### src/rtl/pipe_stage_skid.sv
// pipe_stage_skid: registered valid/ready pipeline stage with a 2-entry skid buffer and flush.
// Head entry drives the outputs; the skid entry absorbs one beat when downstream stalls.
module pipe_stage_skid #(
   parameter int CTRL_W = 8,
   parameter int DATA_W = 128
) (
   input  logic              clk_i,
   input  logic              rst_i,
   input  logic              valid_i,
   output logic              ready_o,
   input  logic [CTRL_W-1:0] ctrl_i,
   input  logic [DATA_W-1:0] data_i,
   input  logic              flush_i,
   output logic              valid_o,
   input  logic              ready_i,
   output logic [CTRL_W-1:0] ctrl_o,
   output logic [DATA_W-1:0] data_o,
   output logic [1:0]        count_o
);
   typedef enum logic [1:0] {EMPTY = 2'd0, BUSY = 2'd1, FULL = 2'd2} state_t;
   state_t state, state_nx;
   logic [CTRL_W-1:0] head_ctrl, skid_ctrl;
   logic [DATA_W-1:0] head_data, skid_data;
   logic accept, send;
   assign accept = valid_i & ready_o;
   assign send   = valid_o & ready_i;
   always_ff @(posedge clk_i)
      state <= !rst_i ? EMPTY : state_nx;
   always_comb begin
      state_nx = state;
      if (flush_i)
         state_nx = EMPTY;
      else
         case (state)
            EMPTY:   state_nx = accept ? BUSY : EMPTY;
            BUSY:    state_nx = (accept & !send) ? FULL : (!accept & send) ? EMPTY : BUSY;
            FULL:    state_nx = send ? BUSY : FULL;
            default: state_nx = EMPTY;
         endcase
   end
   always_comb begin
      valid_o = state != EMPTY;
      ready_o = state != FULL;
      count_o = state;
      ctrl_o  = valid_o ? head_ctrl : '0;
      data_o  = head_data;
   end
   // Data is deliberately left alone on flush; only ctrl must become a bubble.
   always_ff @(posedge clk_i) begin
      if (!rst_i) begin
         head_ctrl <= '0;
         head_data <= '0;
         skid_ctrl <= '0;
         skid_data <= '0;
      end else if (flush_i) begin
         head_ctrl <= '0;
         skid_ctrl <= '0;
      end else
         case (state)
            EMPTY: if (accept) begin
               head_ctrl <= ctrl_i;
               head_data <= data_i;
            end
            BUSY: if (accept & send) begin
               head_ctrl <= ctrl_i;
               head_data <= data_i;
            end else if (accept) begin
               skid_ctrl <= ctrl_i;
               skid_data <= data_i;
            end else if (send)
               head_ctrl <= '0;
            FULL: if (send) begin
               head_ctrl <= skid_ctrl;
               head_data <= skid_data;
            end
            default: ;
         endcase
   end
endmodule

### config.mk
export PLATFORM = sky130hd
export DESIGN_NAME = pipe_stage_skid
export DESIGN_NICKNAME = d
export VERILOG_FILES = /design/src/rtl/pipe_stage_skid.sv
export SDC_FILE = /design/constraint.sdc
export NUM_CORES = 1
export LEC_CHECK = 0
export BUFFER_PORTS_ARGS = -buffer_cell sky130_fd_sc_hd__buf_2
export CORE_MARGIN = 8
export CORE_UTILIZATION = 49
export CTS_CLUSTER_DIAMETER = 120
export DETAILED_ROUTE_END_ITERATION = 10
export HOLD_SLACK_MARGIN = 0.12
export PLACE_DENSITY_LB_ADDON = 0.05
export SLEW_MARGIN = 20
export SYNTH_ARGS = -nofsm -noshare
export SYNTH_HDL_FRONTEND = slang
export SYNTH_SLANG_ARGS = --single-unit
### constraint.sdc
create_clock -name clk_i -period 2.05 [get_ports clk_i]
set_input_delay 0.205 -clock clk_i [delete_from_list [all_inputs] [get_ports clk_i]]
set_output_delay 0.205 -clock clk_i [all_outputs]
set_load 0.005 [all_outputs]
======== Yosys cells after proc, flatten, opt, wreduce, memory -nomap -nowiden ========
Cells that the tools add are included.
operators by class
  reduce and logical (&&, ||, !) cells .... 10
  mux-type cells .......................... 16
  eq/ne operators ......................... 8
  bitwise logic cells ..................... 8
operators by type and width
  kind                                                              count
  128-bit 2-to-1 mux                                                3
  128-bit case mux with 3 select lines                              1
  8-bit 2-to-1 mux                                                  6
  8-bit case mux with 3 select lines                                1
  5-bit AND reduction                                               2
  2-bit inequality test (second input constant)                     4
  3-bit inequality test (second input constant)                     2
  2-bit case mux with 3 select lines                                1
  1-bit AND                                                         5
  2-bit 2-to-1 mux                                                  2
  4-bit AND reduction                                               1
  1-bit inverter                                                    3
  3-bit AND reduction                                               1
  3-bit nonzero test                                                1
  2-bit by 1-bit == test with 1-bit output (second input constant)  1
  2-bit == test (second input constant)                             1
  1-bit logical NOT                                                 2
  2-bit logical NOT                                                 1
  1-bit 2-to-1 mux                                                  2
  2-bit nonzero test                                                1
  2-bit OR reduction                                                1
storage, ports and cells
  register bits ........................... 274
  bits of input ports ..................... 141
  word-level logic and storage cells ...... 47
  output and inout port bits .............. 140

======== Depth between registers and ports, before layout ========
  word-level depth ........................ 7
  depth in mapped cells ................... 9
  mapped depth without buffers ............ 6

======== Least setup slack after synthesis ========
Ideal clock, no wire load.
  path type ............................... flip-flop to flip-flop
  start ................................... register state[0], in the netlist count_o[0]
  end ..................................... register head_data[78], in the netlist data_o[78]
  period minus slack after synthesis ...... 2026 ps
  arrival time ............................ 1954 ps
  setup time .............................. 72 ps
  cell stages (with the launch flop) ...... 9
  required time ........................... 1978 ps
  path slack .............................. 24 ps
  path buffers ............................ 3
  cells stage by stage .................... dfxtp_1 > inv_1 > ha_1 > buf_6 > or2_4 > a2111oi_4 > buf_6 > buf_12 > mux2i_1
on the way
  longest elaborated chain between the ends .. 5
  elaborated cells on any way between the ends .. 14
  classes of those cells .................. eq/ne: 6; mux: 1; bitwise: 3; reduce/logical: 4
ends and longest elaborated chain
  item                                                                line    source
  from (decl)                                                         21      state_t state, state_nx;
  from (signal assigned)                                              28      state <= !rst_i ? EMPTY : state_nx;
  2-bit inequality test / 2-bit nonzero test (equally long branches)  43, 42
  1-bit AND, on equally long branches                                 25, 26
  1-bit AND                                                           64      BUSY: if (accept & send) begin
  2-bit inequality test (no source line)                              --
  5-bit AND reduction (no source line)                                --
  to (signal assigned)                                                62      head_data <= data_i;
  to (signal assigned)                                                66      head_data <= data_i;
  to (signal assigned)                                                74      head_data <= skid_data;
  to (decl)                                                           23      logic [DATA_W-1:0] head_data, skid_data;
Parallel ways exist; a longest one is shown, timed or not.
A chain may end at the register's enable or synchronous reset.

======== Worst setup path in the final report ========
  start ................................... register state[1], in the netlist count_o[1]
  end ..................................... register head_data[83], in the netlist data_o[83]
Same word-level chain as after synthesis.

==> impl_metrics.env <==
export IMPL_status="complete, no violations"
export IMPL_drcViolationCount=0
export IMPL_worstSetupPathType="reg -> reg"
export IMPL_htreeDepth=1
export IMPL_area_delta_synth_final_pct=36.04
export IMPL_power_total_mw=12.59
export IMPL_boundaryPins=281
export IMPL_synthFlopType="dfxtp_1"
export IMPL_end_kind="flop"
export IMPL_period_share_pct=99.64
export IMPL_stdcell_area_mm2=0.01672
export IMPL_min_period_ns=2.043
export IMPL_worstPathRequired_ns=2.51
export IMPL_holdWs_ns=0.1581
export IMPL_clkTransAtPathRegs_ns=0.06
export IMPL_die_area_mm2=0.03040
export IMPL_final_common_cell="nand2_1"
export IMPL_synth_compound_area_share_pct=17.63
export IMPL_setup_viol=0
export IMPL_grt_pass1_wl_um=52700
export IMPL_numCtsBuffers=30
export IMPL_grt_pass1_vias=10370
export IMPL_drt_initial_drc_count=764
export IMPL_fillers=2046
export IMPL_regArea_mm2=0.005488
export IMPL_worstHoldPathType="in -> reg"
export IMPL_drive_above_1_share_pct=22.66
export IMPL_placedInstanceArea_mm2=0.01393
export IMPL_synth_mux_area_fraction_pct=11.08
export IMPL_finalHoldViolCount=0
export IMPL_synthCells=1374
export IMPL_path_max_fanout=8
export IMPL_clock_latency_ns=0.54
export IMPL_yosys_register_bits=274
export IMPL_hold_start="ready_i"
export IMPL_cts_root_buf="clkbuf_16"
export IMPL_synthXorXnorAreaFrac_pct=0.07127
export IMPL_crit_arrival_ns=2.50
export IMPL_fmax_mhz=489.6
export IMPL_gp_congestion=0.7633
export IMPL_tns_ns=0
export IMPL_synth_async_reset_ratio_pct=0
export IMPL_worstMarginPinSlew_ns=0.7009
export IMPL_yosysSeqAreaShare_pct=44.63
export IMPL_nets=1908
export IMPL_postSynthNetCount=1521
export IMPL_antenna_found_initial=1
export IMPL_critical_path_startpoint_type="flop"
export IMPL_start_util_pct=49.37
export IMPL_antenna_left=0
export IMPL_num_vias=10720
export IMPL_drt_wl_total_um=33530
export IMPL_fin_skew_ns=0.008666
export IMPL_vias_per_cell=5.073
export IMPL_ir_drop_v=0.0007785
export IMPL_io_buffers=280
export IMPL_globalRouteOverflowTotal=0
export IMPL_gr_usage_all_layers_pct=20.39
export IMPL_clock_path_buffers=3
export IMPL_slew_violations=0
export IMPL_final_cell_mix="385 x nand2_1, 279 x buf_2, 272 x dfxtp_1, 137 x dlygate4sd3_1, 134 x mux2i_1"
export IMPL_std_cell_rows=58
export IMPL_synth_top_family_by_area="simple AND/OR/NAND/NOR gates"
export IMPL_slew_headroom_pct=53.28
export IMPL_synth_area_mm2=0.01229
export IMPL_wl_per_cell_um=15.87
export IMPL_n_antenna_cell=0
export IMPL_die_w_um=174.4
export IMPL_leakagePower_nw=6.526
export IMPL_fp_dieH_um=174.4
export IMPL_synth_cell_types=34
export IMPL_place_hpwl_um=20410
export IMPL_cts_sinks=274
export IMPL_synth_simple_gate_area_share_pct=19.87
export IMPL_drt_pass1_iter_count=5
export IMPL_cap_violations=0
export IMPL_synth_edf_count=0
export IMPL_core_area_mm2=0.02489
export IMPL_grt_max_degree=153
export IMPL_multi_input_area_mm2=0.006101
export IMPL_rr_startpoint="count_o[1]"
export IMPL_cts_tree="yes"
export IMPL_yosysWarnings=0
export IMPL_power_density_mw_per_mm2=752.9
export IMPL_cp_startpoint="count_o[1]"
export IMPL_syn_avg_cell_area_um2=8.944
export IMPL_rsz0062_at_grt="true"
export IMPL_synthAdderAreaFrac_pct=0.6109
## worst max-delay path, stage by stage (launching register included)
cell and delay, ns:
dfxtp_2 0.33, inv_1 0.10, ha_4 0.19, or2_4 0.25, a2111oi_4 0.35, buf_6 0.21
buf_8 0.16, clkbuf_16 0.17, mux2i_1 0.20
## Yosys cell counts (all sizes together), types with 2 or more instances
library cell	count	area, um2
nand2	385	1445
dfxtp	274	5485
mux2i	136	1361
nand2b	131	819.5
a21boi	128	960.9
o211ai	128	960.9
clkbuf	64	240.2
buf	58	494.2
a211oi	10	80.07
nor2	9	36.29
a21oi	8	40.04
a32oi	8	70.07
ha	6	75.07
nor2b	6	52.55
and2b	5	37.54
inv	4	15.01
o21ai	3	18.77
nor3	2	10.01
## final timing paths
path              depth (start not counted)  slack, ns         end
setup / recovery                          8      0.007  data_o[83]
hold / removal                            4       0.16  count_o[1]
setup reg to reg                          8      0.007  data_o[83]
hold reg to reg                           2       0.45  data_o[68]
## registers in the layout, indices dropped and copies added, names as in the netlist
| name | flops |
|---|---|
| skid_ctrl | 8 |
| head_ctrl | 8 |
| skid_data | 128 |
| count_o | 2 |
| data_o | 128 |
## metrics by stage
stage	instances	util [%]	setup slack, ns
after CTS	2097	65.62	-0.004695
after global placement	1903	55.98	-0.02134
after floorplan	1374	-	0.02387
final	2113	67.17	0.007311
after global routing	2113	67.17	-0.08273
after detailed placement	1903	55.98	-0.06699
## report_power, final
part	switching, mW	internal (mW)
Combinational	0.709	0.865
Sequential	0.119	5.53
Clock	2.10	3.26
## cell families after synthesis
| family | after synthesis |
|---|---|
| compound gates | 287 |
| flops | 274 |
| fa+ha+maj | 6 |
| xor+xnor | 1 |
| mux | 136 |
| buf+inv | 126 |
| simple gates | 544 |
## metal layers
metal	track usage, %	share of wire [%]	routed length [um]	vias up
met5	0	0.024	8	-
met4	6.199	2.7	920	2
met3	4.513	5.5	1844	59
met2	34.03	47	15840	267
met1	25.86	44	14910	4966
li1	-	-	-	5425
## timing repair
action / in CTS / in global routing
endpoints found under the setup margin: 78 / 197
hold buffers: 137 / 0
hold endpoints to repair: 272 / 0
cloned: 0 / 13
gates resized for setup: 3 / 21
buffers inserted: 3 / 3
pin swaps: 0 / 3
## layout make-up
class                   instances  area share [%]
clock buffers                  46           5.396
well taps                     330           2.470
flip-flops and latches        274           32.82
multi-input cells             974           36.49
clock inverters                 8          0.5538
repair buffers                477           22.17
inverters                       4         0.08981
Note: power is estimated with default switching activity, not from simulation.
